$ cat config.mk
export PLATFORM = sky130hd
export DESIGN_NAME = button_debouncer
export DESIGN_NICKNAME = d
export VERILOG_FILES = /design/src/rtl/button_debouncer.sv
export SDC_FILE = /design/constraint.sdc
export NUM_CORES = 1
export LEC_CHECK = 0
export BUFFER_PORTS_ARGS = -buffer_cell sky130_fd_sc_hd__buf_2
export CORE_ASPECT_RATIO = 1.75
export CORE_MARGIN = 4
export CORE_UTILIZATION = 53
export DETAILED_ROUTE_END_ITERATION = 8
export PLACE_DENSITY = 0.75
export SETUP_SLACK_MARGIN = 0.15
export SYNTH_ARGS = -nofsm -noshare
export SYNTH_HDL_FRONTEND = slang
export SYNTH_SLANG_ARGS = --single-unit
export TNS_END_PERCENT = 20
$ cat constraint.sdc
create_clock -name Clk -period 2.1 [get_ports Clk]
set_clock_uncertainty 0.05 [all_clocks]
set_input_delay 0.105 -clock Clk [delete_from_list [all_inputs] [get_ports Clk]]
set_output_delay 0.105 -clock Clk [all_outputs]
set_load 0.02 [all_outputs]
$ cat src/rtl/button_debouncer.sv
// rtl/button_debouncer.sv - Two-flop synchronizer plus stability-qualified debounce FSM
//
// Turns a raw, bouncing, asynchronous button/switch level into a clean
// Clk-synchronous level with one-cycle Rise/Fall pulses.
//
// Build option: define DEBOUNCE_ACTIVE_LOW_EN for active-low (pull-up) buttons;
// Btn is then inverted ahead of the synchronizer so Debounced = 1 means pressed.
//
// Parameters:
//   STABLE_COUNT  consecutive synchronized samples required to accept a level
//                 change (legal 2..2^24)
//
// Ports:
//   Clk        in   system clock, all state updates on posedge
//   Reset      in   asynchronous active-high reset, clears all state
//   Btn        in   raw button level, asynchronous to Clk
//   Debounced  out  registered qualified level
//   Rise       out  one-Clk pulse when Debounced goes 0->1
//   Fall       out  one-Clk pulse when Debounced goes 1->0

`timescale 1ns/1ps

module button_debouncer #(
    parameter int STABLE_COUNT = 1000000
) (
    input  logic Clk,
    input  logic Reset,
    input  logic Btn,
    output logic Debounced,
    output logic Rise,
    output logic Fall
);

    localparam int CNT_W = $clog2(STABLE_COUNT);
    localparam logic [CNT_W-1:0] CNT_LAST = CNT_W'(STABLE_COUNT - 1);
    localparam logic [CNT_W-1:0] CNT_ONE  = CNT_W'(1);

    typedef enum logic [1:0] {
        IDLE_LOW  = 2'd0,
        WAIT_HIGH = 2'd1,
        IDLE_HIGH = 2'd2,
        WAIT_LOW  = 2'd3
    } state_t;

    state_t           state, state_nx;
    logic [CNT_W-1:0] cnt, cnt_nx;
    logic             deb_nx, rise_nx, fall_nx;
    logic             btn_in;
    logic             sync1, sync2;

`ifdef DEBOUNCE_ACTIVE_LOW_EN
    assign btn_in = ~Btn;
`else
    assign btn_in = Btn;
`endif

    // Metastability guard: only sync2 is ever looked at by the FSM.
    always_ff @(posedge Clk or posedge Reset) begin
        if (Reset) begin
            sync1 <= 1'b0;
            sync2 <= 1'b0;
        end else begin
            sync1 <= btn_in;
            sync2 <= sync1;
        end
    end

    always_ff @(posedge Clk or posedge Reset) begin
        if (Reset) begin
            state     <= IDLE_LOW;
            cnt       <= '0;
            Debounced <= 1'b0;
            Rise      <= 1'b0;
            Fall      <= 1'b0;
        end else begin
            state     <= state_nx;
            cnt       <= cnt_nx;
            Debounced <= deb_nx;
            Rise      <= rise_nx;
            Fall      <= fall_nx;
        end
    end

    // cnt holds how many consecutive opposite-level samples have been seen;
    // the sample that makes it STABLE_COUNT is the one that commits.
    always_comb begin
        state_nx = state;
        cnt_nx   = cnt;
        deb_nx   = Debounced;
        rise_nx  = 1'b0;
        fall_nx  = 1'b0;
        case (state)
            IDLE_LOW: begin
                if (sync2) begin
                    state_nx = WAIT_HIGH;
                    cnt_nx   = CNT_ONE;
                end else begin
                    cnt_nx = '0;
                end
            end
            WAIT_HIGH: begin
                if (!sync2) begin
                    state_nx = IDLE_LOW;
                    cnt_nx   = '0;
                end else if (cnt == CNT_LAST) begin
                    state_nx = IDLE_HIGH;
                    deb_nx   = 1'b1;
                    rise_nx  = 1'b1;
                    cnt_nx   = '0;
                end else begin
                    cnt_nx = cnt + CNT_ONE;
                end
            end
            IDLE_HIGH: begin
                if (!sync2) begin
                    state_nx = WAIT_LOW;
                    cnt_nx   = CNT_ONE;
                end else begin
                    cnt_nx = '0;
                end
            end
            WAIT_LOW: begin
                if (sync2) begin
                    state_nx = IDLE_HIGH;
                    cnt_nx   = '0;
                end else if (cnt == CNT_LAST) begin
                    state_nx = IDLE_LOW;
                    deb_nx   = 1'b0;
                    fall_nx  = 1'b1;
                    cnt_nx   = '0;
                end else begin
                    cnt_nx = cnt + CNT_ONE;
                end
            end
            default: begin
                state_nx = IDLE_LOW;
                cnt_nx   = '0;
                deb_nx   = 1'b0;
            end
        endcase
    end

endmodule

* Word-level counts from Yosys, hierarchy flattened
Index checks and enable logic that the tools add are counted.
** Word-level totals
- Register bits after elaboration :: 27
- Word-level logic and storage cells :: 47
- Output and inout port bits :: 3
** Cells by class
- Multiplexer cells :: 23
- Eq/ne operators :: 12
- Add/sub/neg operators :: 1
- Reductions and logical operators :: 4
** Operator list (count)
- $pmux 20 s4 :: 1
- $mux 20 :: 3
- $add 20x1->20 const B :: 1
- $eq 20x20->1 const B :: 1
- $mux 2 :: 6
- $ne 2x2->1 const B :: 6
- $mux 1 :: 11
- $pmux 2 s4 :: 1
- $ne 3x3->1 const B :: 2
- $reduce_and 5->1 :: 1
- $eq 2x2->1 const B :: 2
- $reduce_and 4->1 :: 1
- $eq 2x1->1 const B :: 1
- $logic_not 2->1 :: 1
- $pmux 1 s2 :: 1
- $reduce_bool 2->1 :: 1

* Logic depth before layout (Yosys ltp)
Gate-level depths: netlist of run 1.
- Depth after elaboration :: 4
- Gate-level depth with buffers :: 7
- Mapped depth without buffers :: 5

* Least setup slack after synthesis of run 1
No wires, ideal clock.
- Path type :: register to register
- From :: reg cnt[0]
- To :: reg cnt[10]
- Arrival time :: 1.740 ns
- Setup time :: 0.119 ns
- Cell stages (with the launch flop) :: 8
- Slack :: 0.192 ns
- Clock period less this slack :: 1.908 ns
- Data required time :: 1.931 ns
- Path buffers :: 2
- Path through :: dfrtp_1 > ha_1 > nand2_1 > nor4_1 > a21o_1 > buf_4 > buf_4 > nor2_1
** On the way
- Longest elaborated chain between the ends :: 4
- Elaborated cells on any way between the ends :: 6
- Classes of those cells :: 1 x add/sub; 1 x eq/ne; 4 x mux
** Ends and longest elaborated chain
- start: declaration :: line 46 : logic [CNT_W-1:0] cnt, cnt_nx;
- start signal: assignment :: line 77 : cnt <= cnt_nx;
- $add 20x1->20 / $eq 20x20->1 (equally long branches)
- $mux 20 (*) :: line 105, 126
- $mux 20 (on tied branches) :: line 123, 102
- $pmux 20 s4 (*) :: line 92 : case (state)
- net cnt_nx[10] :: line 46
Mark *: on every way through the listed nets, which the timed path passes. The rest lies on a longest branch.
A chain may end at the register's enable or synchronous reset.

* Worst setup path after layout of run 1
- From :: reg cnt[1]
- To :: reg cnt[18]
The elaborated chain is that of the path after synthesis.

==> load_flow_metrics.sql, run 1 <==
INSERT INTO impl_metrics (metric_group, metric, value, unit) VALUES
('outcome', 'outcome', 'completed', ''),
('detailed_routing', 'vias', '969', ''),
('placed_design', 'place.detailed.instances', '159', ''),
('die', 'die_area', '3300', 'um^2'),
('die', 'floorplan.rows', '23', ''),
('logic_synthesis', 'ys_ff_latch', '27', ''),
('logic_synthesis', 'synth_area_leader_cell', 'sky130_fd_sc_hd__dfrtp_1', ''),
('logic_synthesis', 'yosysTopAreaCellShare', '52.7', '%'),
('logic_synthesis', 'syn-num-nets', '130', ''),
('timing', 'setup_viol', '0', ''),
('timing', 'layout_min_cycle_time', '1900', 'ps'),
('clocking', 'cts-htree-levels', '1', ''),
('clocking', 'clock_tree.buffer_depth', '2', ''),
('logic_synthesis', 'yosys-top-cells-area', 'sky130_fd_sc_hd__dfrtp_1 53%, sky130_fd_sc_hd__xnor2_1 7.5%, sky130_fd_sc_hd__nor2_1 5.0%', ''),
('detailed_routing', 'drt-total-wl', '2.50', 'mm'),
('die', 'placeableCoreArea', '2300', 'um^2'),
('power_and_ir_drop', 'standby_leakage_power', '0.593', 'nW'),
('worst_setup_path', 'cp-end-kind', 'flip-flop', ''),
('clocking', 'tritoncts.num_buffers', '3', ''),
('placed_design', 'gp_congestion', '0.778', ''),
('placed_design', 'dp_hpwl', '1.85', 'mm'),
('logic_synthesis', 'netlist_area', '1280', 'um^2'),
('logic_synthesis', 'synth_warnings', '0', ''),
('logic_synthesis', 'syn_avg_cell_area', '10.2', 'um^2'),
('detailed_routing', 'detail_route.first_pass.iterations', '4', ''),
('clocking', 'clock_pin_slew_worst_setup_and_hold_paths', '90', 'ps'),
('global_routing', 'remaining_overflow_grt', '0', ''),
('placed_design', 'buffer_ports.inserted', '5', ''),
('clocking', 'insertion_delay', '270', 'ps'),
('worst_setup_path', 'timing.critical_path.from_type', 'flip-flop', ''),
('global_routing', 'groute.usage.overall', '18.7', '%'),
('finish', 'insertedDiodeCount', '0', ''),
('worst_setup_path', 'crit_path_max_fanout', '6', ''),
('worst_setup_path', 'critPathRequiredTime', '2260', 'ps'),
('detailed_routing', 'drt_drc_violations_left', '0', ''),
('global_routing', 'first_global_vias', '1034', ''),
('global_routing', 'grt_max_degree', '28', ''),
('detailed_routing', 'avgRoutedWirePerCell', '15.1', 'um'),
('detailed_routing', 'vias_per_cell', '5.84', ''),
('die', 'die_w', '45.2', 'um'),
('worst_setup_path', 'rr_worst_depth', '5', ''),
('timing', 'timing.final.crit_share', '90.6', '%'),
('timing', 'timing_hold_violations_final', '0', ''),
('worst_setup_path', 'path_class', 'reg -> reg', ''),
('detailed_routing', 'ant_nets', '0', ''),
('clocking', 'tritoncts', 'yes', ''),
('power_and_ir_drop', 'power.density_cell_area', '597', 'nW/um^2'),
('clocking', 'cts_root_buffer', 'sky130_fd_sc_hd__clkbuf_8', ''),
('logic_synthesis', 'netlist-cell-type-count', '30', ''),
('logic_synthesis', 'async_flop_share', '100', '%'),
('power_and_ir_drop', 'worst_ir_drop_vdd', '447', 'uV'),
('logic_synthesis', 'netlist_top_cells_count', '27 x sky130_fd_sc_hd__dfrtp_1, 17 x sky130_fd_sc_hd__nor2_1, 11 x sky130_fd_sc_hd__xnor2_1, 8 x sky130_fd_sc_hd__inv_1, 8 x sky130_fd_sc_hd__nand3_1', ''),
('timing', 'rsz0062_at_grt', 'yes', ''),
('hold_path', 'holdCritPathClass', 'reg -> reg', ''),
('finish', 'final-instance-count-excl-fill', '166', ''),
('detailed_routing', 'detailedRoute.firstIterationViolations', '47', ''),
('timing', 'max_clock_freq', '525', 'MHz'),
('hold_path', 'instance_count_along_the_most_critical_hold_path', '0', ''),
('die', 'die-height', '73.1', 'um'),
('timing', 'slew-limit-headroom', '75.4', '%'),
('timing', 'final_setup_margin', '196', 'ps'),
('timing', 'worst_pin_slew', '366', 'ps'),
('placed_design', 'preCtsSetupSlack', '122', 'ps'),
('global_routing', 'grt_first_pass_wirelength', '4.61', 'mm'),
('worst_setup_path', 'cp_data_arrival_time', '2060', 'ps'),
('finish', 'layout-drive-gt1-share', '14.9', '%'),
('clocking', 'numClockSinks', '27', ''),
('timing', 'hold-worst-slack', '318', 'ps'),
('logic_synthesis', 'synth-edff-count', '0', ''),
('timing', 'fin_tns_setup', '0', 'ps'),
('finish', 'nets', '146', '');
-- state kept, by name (all words and copies together), names as in the netlist, named ones only --
name	count
sync1	1
Rise	1
Debounced	1
state	1
sync2	1
cnt	20
Fall	1
-- through the flow --
stage / area [um^2] / util, %
final: 1450 / 62.9
after global routing: 1450 / 62.9
after CTS: 1450 / 62.8
after detailed placement: 1370 / 59.5
after global placement: 1370 / 59.5
after floorplan: 1280 / -
-- where the power goes --
group          leakage (nW)  internal (W)  total (W)  switching, W
Combinational         0.203     0.0000161  0.0000398     0.0000238
Sequential            0.368      0.000525   0.000530    0.00000556
Clock                0.0228      0.000136   0.000294      0.000158
-- layer usage --
| metal | GRT usage [%] | part of all wire, % | wire (um) | up-vias |
|---|---|---|---|---|
| li1 | - | - | - | 466 |
| met1 | 21.3 | 39 | 967 | 478 |
| met2 | 33.4 | 56 | 1400 | 14 |
| met3 | 2.47 | 2.5 | 63 | 11 |
| met4 | 7.82 | 3.0 | 75 | 0 |
| met5 | 0 | 0 | 0 | - |
-- kinds of logic (layout without fill, tap and decap cells) --
| kind of cell | Yosys count | after routing | synth area share (%) |
|---|---|---|---|
| AOI/OAI and AO/OA | 15 | 15 | 7.61 |
| xor gates and xnor gates | 14 | 14 | 9.56 |
| adders and majority gates | 1 | 1 | 0.975 |
| buffers and inverters | 11 | 26 | 4.39 |
| DFF | 27 | 27 | 52.7 |
| muxes | 1 | 1 | 0.781 |
| and+or+nand+nor | 57 | 57 | 24.0 |
-- worst paths after layout --
kind,from,endpoint,slack [ps]
min in group asynchronous,Reset,sync2,390
min,sync1,sync2,320
min reg2reg,sync1,sync2,320
max reg2reg,cnt[1],cnt[18],200
max in group asynchronous,Reset,cnt[15],1360
max,cnt[1],cnt[18],200
-- placed cells by master, fill, tap and decap left out, drive strengths merged, types with 4 or more instances in the layout --
cell type | synthesis | final
dfrtp | 27 | 27
or3 | 4 | 4
inv | 8 | 8
nand2 | 7 | 7
nor3 | 5 | 5
nor2 | 17 | 17
nand3 | 9 | 9
xnor2 | 11 | 11
clkbuf | 0 | 4
nor4 | 5 | 5
a21oi | 5 | 5
buf | 3 | 12
-- worst max-delay path: stages, from the launching register on --
cell and delay [ps]:
sky130_fd_sc_hd__dfrtp_1 400, sky130_fd_sc_hd__ha_2 230, sky130_fd_sc_hd__nand2_2 110, sky130_fd_sc_hd__or3_4 410, sky130_fd_sc_hd__or4_1 480, sky130_fd_sc_hd__a21oi_1 150
-- timing repair --
action	in CTS	in global routing
setup buffers	1	0
resized for setup	1	2
setup endpoints to repair	1	16
hold buffers	2	0
hold endpoints to repair	28	0
-- cell type report --
cell class / count / area (um^2) / share of cell area (%)
Sequential cell: 27 / 676 / 46.6
Multi-Input combinational cell: 88 / 557 / 38.4
Timing Repair Buffer: 14 / 110 / 7.60
Clock buffer: 4 / 45.0 / 3.11
Tap cell: 25 / 31.3 / 2.16
Inverter: 8 / 30.0 / 2.07
Note: power is estimated with default switching activity, not from simulation.
==> run 2, diff against run 1 <==
- BUFFER_PORTS_ARGS: -buffer_cell sky130_fd_sc_hd__buf_2 -> -buffer_cell sky130_fd_sc_hd__clkbuf_2
- CORE_ASPECT_RATIO: 1.75 -> not set
- PLACE_DENSITY: 0.75 -> 0.81
==> run 2 against run 1 <==
  * Design area is 0.43% lower
  * Hold slack got worse by 32 ps
  * Sequential power barely moved
  * Highest routed layer unchanged
  * First-iteration DRC count fell by 40%
  * Critical endpoint unchanged
==> load_flow_metrics.sql, run 2 (same netlist as run 1, synthesis figures left out) <==
INSERT INTO impl_metrics (metric_group, metric, value, unit) VALUES
('detailed_routing', 'detailedRoute.firstIterationViolations', '28', ''),
('worst_setup_path', 'critPathRequiredTime', '2310', 'ps'),
('finish', 'area.growth.synth_to_final', '12.5', '%'),
('detailed_routing', 'drt_drc_violations_left', '0', ''),
('timing', 'final_max_slew_viol_count', '0', ''),
('die', 'die-height', '57.2', 'um'),
('die', 'placeableCoreArea', '2250', 'um^2'),
('die', 'start_util', '56.9', '%'),
('clocking', 'cts_root_buffer', 'sky130_fd_sc_hd__clkbuf_4', ''),
('placed_design', 'gp_congestion', '0.860', ''),
('finish', 'top_register_by_number_of_flip_flops', 'cnt', ''),
('global_routing', 'first_global_vias', '980', ''),
('job', 'max_cap_violations', '0', ''),
('timing', 'timing_hold_violations_final', '0', ''),
('power_and_ir_drop', 'power.density_cell_area', '544', 'nW/um^2'),
('global_routing', 'grt_first_pass_wirelength', '4.13', 'mm'),
('placed_design', 'place.detailed.instances', '161', ''),
('die', 'i_o_pins', '6', ''),
('detailed_routing', 'drt-total-wl', '2.21', 'mm'),
('worst_setup_path', 'cp-end-kind', 'flip-flop', ''),
('placed_design', 'dp_hpwl', '1.57', 'mm'),
('power_and_ir_drop', 'worst_ir_drop_vdd', '430', 'uV'),
('clocking', 'clock_tree.buffer_depth', '2', ''),
('worst_setup_path', 'cp_data_arrival_time', '2070', 'ps'),
('worst_setup_path', 'path_class', 'reg -> reg', ''),
('detailed_routing', 'avgRoutedWirePerCell', '12.8', 'um'),
('timing', 'setup_viol', '0', ''),
('power_and_ir_drop', 'standby_leakage_power', '0.590', 'nW'),
('timing', 'slew-limit-headroom', '78.1', '%'),
('finish', 'insertedDiodeCount', '0', ''),
('detailed_routing', 'vias', '966', ''),
('timing', 'worst_pin_slew', '324', 'ps'),
('placed_design', 'buffer_ports.inserted', '5', ''),
('timing', 'max_clock_freq', '539', 'MHz'),
('global_routing', 'remaining_overflow_grt', '0', ''),
('clocking', 'tritoncts.num_buffers', '3', ''),
('detailed_routing', 'ant_nets', '0', ''),
('finish', 'largest_register_ff_count', '20', ''),
('global_routing', 'groute.usage.overall', '15.9', '%'),
('detailed_routing', 'vias_per_cell', '5.62', ''),
('global_routing', 'grt_antenna_before_repair', '0', ''),
('worst_setup_path', 'cp_cell_instances', 'ha_2 > nand2_2 > or3_4 > or4_1 > a21oi_1', ''),
('die', 'die_w', '57.2', 'um'),
('clocking', 'tritoncts', 'yes', ''),
('clocking', 'clock_pin_slew_worst_setup_and_hold_paths', '140', 'ps'),
('die', 'floorplan.rows', '17', ''),
('worst_setup_path', 'max_stage_delay', '470', 'ps'),
('timing', 'timing.final.crit_share', '88.3', '%'),
('timing', 'fin_tns_setup', '0', 'ps'),
('finish', 'layout_commonest_cell', 'sky130_fd_sc_hd__dfrtp_1', ''),
('finish', 'mostFrequentLayoutCells', '27 x sky130_fd_sc_hd__dfrtp_1, 17 x sky130_fd_sc_hd__nor2_1, 11 x sky130_fd_sc_hd__xnor2_1, 10 x sky130_fd_sc_hd__buf_4', ''),
('finish', 'final.fill_count', '180', ''),
('timing', 'layout_min_cycle_time', '1850', 'ps'),
('finish', 'final-instance-count-excl-fill', '172', ''),
('outcome', 'outcome', 'completed', ''),
('clocking', 'insertion_delay', '320', 'ps'),
('clocking', 'cts-htree-levels', '1', ''),
('finish', 'layout-drive-gt1-share', '16.0', '%'),
('global_routing', 'grt_max_degree', '28', ''),
('die', 'die_area', '3270', 'um^2'),
('worst_setup_path', 'timing.critical_path.from_type', 'flip-flop', ''),
('timing', 'rsz0062_at_grt', 'no', ''),
('hold_path', 'holdCritPathClass', 'in -> async', ''),
('detailed_routing', 'detail_route.first_pass.iterations', '4', ''),
('worst_setup_path', 'crit_path_max_fanout', '6', ''),
('clocking', 'numClockSinks', '27', ''),
('finish', 'nets', '149', ''),
('worst_setup_path', 'crit_path_top_delay_cell', 'sky130_fd_sc_hd__or4_1', '');
## run 2: cell types whose count changed in the layout (fill, tap and decap cells not counted)
cell,previous run,this run
sky130_fd_sc_hd__buf_12,1,0
sky130_fd_sc_hd__a21o_2,1,0
sky130_fd_sc_hd__clkbuf_4,0,3
sky130_fd_sc_hd__buf_4,6,10
sky130_fd_sc_hd__clkbuf_8,3,0
sky130_fd_sc_hd__clkbuf_2,0,5
sky130_fd_sc_hd__buf_2,5,0
sky130_fd_sc_hd__a21o_1,1,2
## run 2: area by class of cell
type	instances	area [um^2]	share of cell area, %
Tap cell	28	35.0	2.43
Inverter	8	30.0	2.08
Multi-Input combinational cell	88	556	38.5
Timing Repair Buffer	17	120	8.33
Sequential cell	27	676	46.8
Clock buffer	4	26.3	1.82
## run 2: per-stage QoR
stage | instance area [um^2] | setup WS [ps] | total power [W] | utilization [%] | hold slack [ps]
3_3_place_gp | 1350 | 220 | 0.000570 | 60.0 | 99.9
3_5_place_dp | 1350 | 148 | 0.000571 | 60.0 | 107
6_report | 1440 | 246 | 0.000785 | 64.0 | 286
2_1_floorplan | 1280 | 192 | 0.000562 | - | 86.4
4_1_cts | 1420 | 186 | 0.000791 | 62.8 | 299
5_1_grt | 1440 | 148 | 0.000817 | 64.0 | 334
## run 2: metal layers
metal / share of wire [%] / track usage (%) / vias up / wire, um
met2: 47 / 25.4 / 27 / 1050
met5: 0 / 0 / - / 0
met1: 46 / 21.2 / 458 / 1010
li1: - / - / 475 / -
met4: 2.3 / 7.28 / 0 / 50
met3: 4.7 / 2.49 / 6 / 104
## run 2: worst paths after layout
path	from	endpoint	slack, ps	depth (start not counted)
hold reg to reg	sync1	sync2	320	0
hold / removal	Reset	cnt[17]	290	4
min in group Clk	sync1	sync2	320	0
setup / recovery	cnt[0]	cnt[18]	250	5
setup reg to reg	cnt[0]	cnt[18]	250	5
max in group asynchronous	Reset	cnt[9]	1460	4
## run 2: critical path: cells and delay by family (launching register included)
family | cells | cell delay (ps)
simple gates | 3 | 980
fa+ha+maj | 1 | 220
flops | 1 | 390
compound gates | 1 | 150
## run 2: report_power, final
group	total [W]	internal, W	switching, W	leakage, nW
logic	0.0000374	0.0000145	0.0000229	0.207
clock network	0.000218	0.0000744	0.000143	0.0150
registers	0.000530	0.000525	0.00000445	0.368
## run 2: repair_timing
| item | 4_1_cts | 5_1_grt |
|---|---|---|
| hold buffers | 2 | 0 |
| resized for setup | 0 | 2 |
| endpoints found under the setup margin | 1 | 19 |
| hold endpoints to repair | 28 | 0 |
| setup buffers | 2 | 3 |
| pin swaps | 0 | 1 |
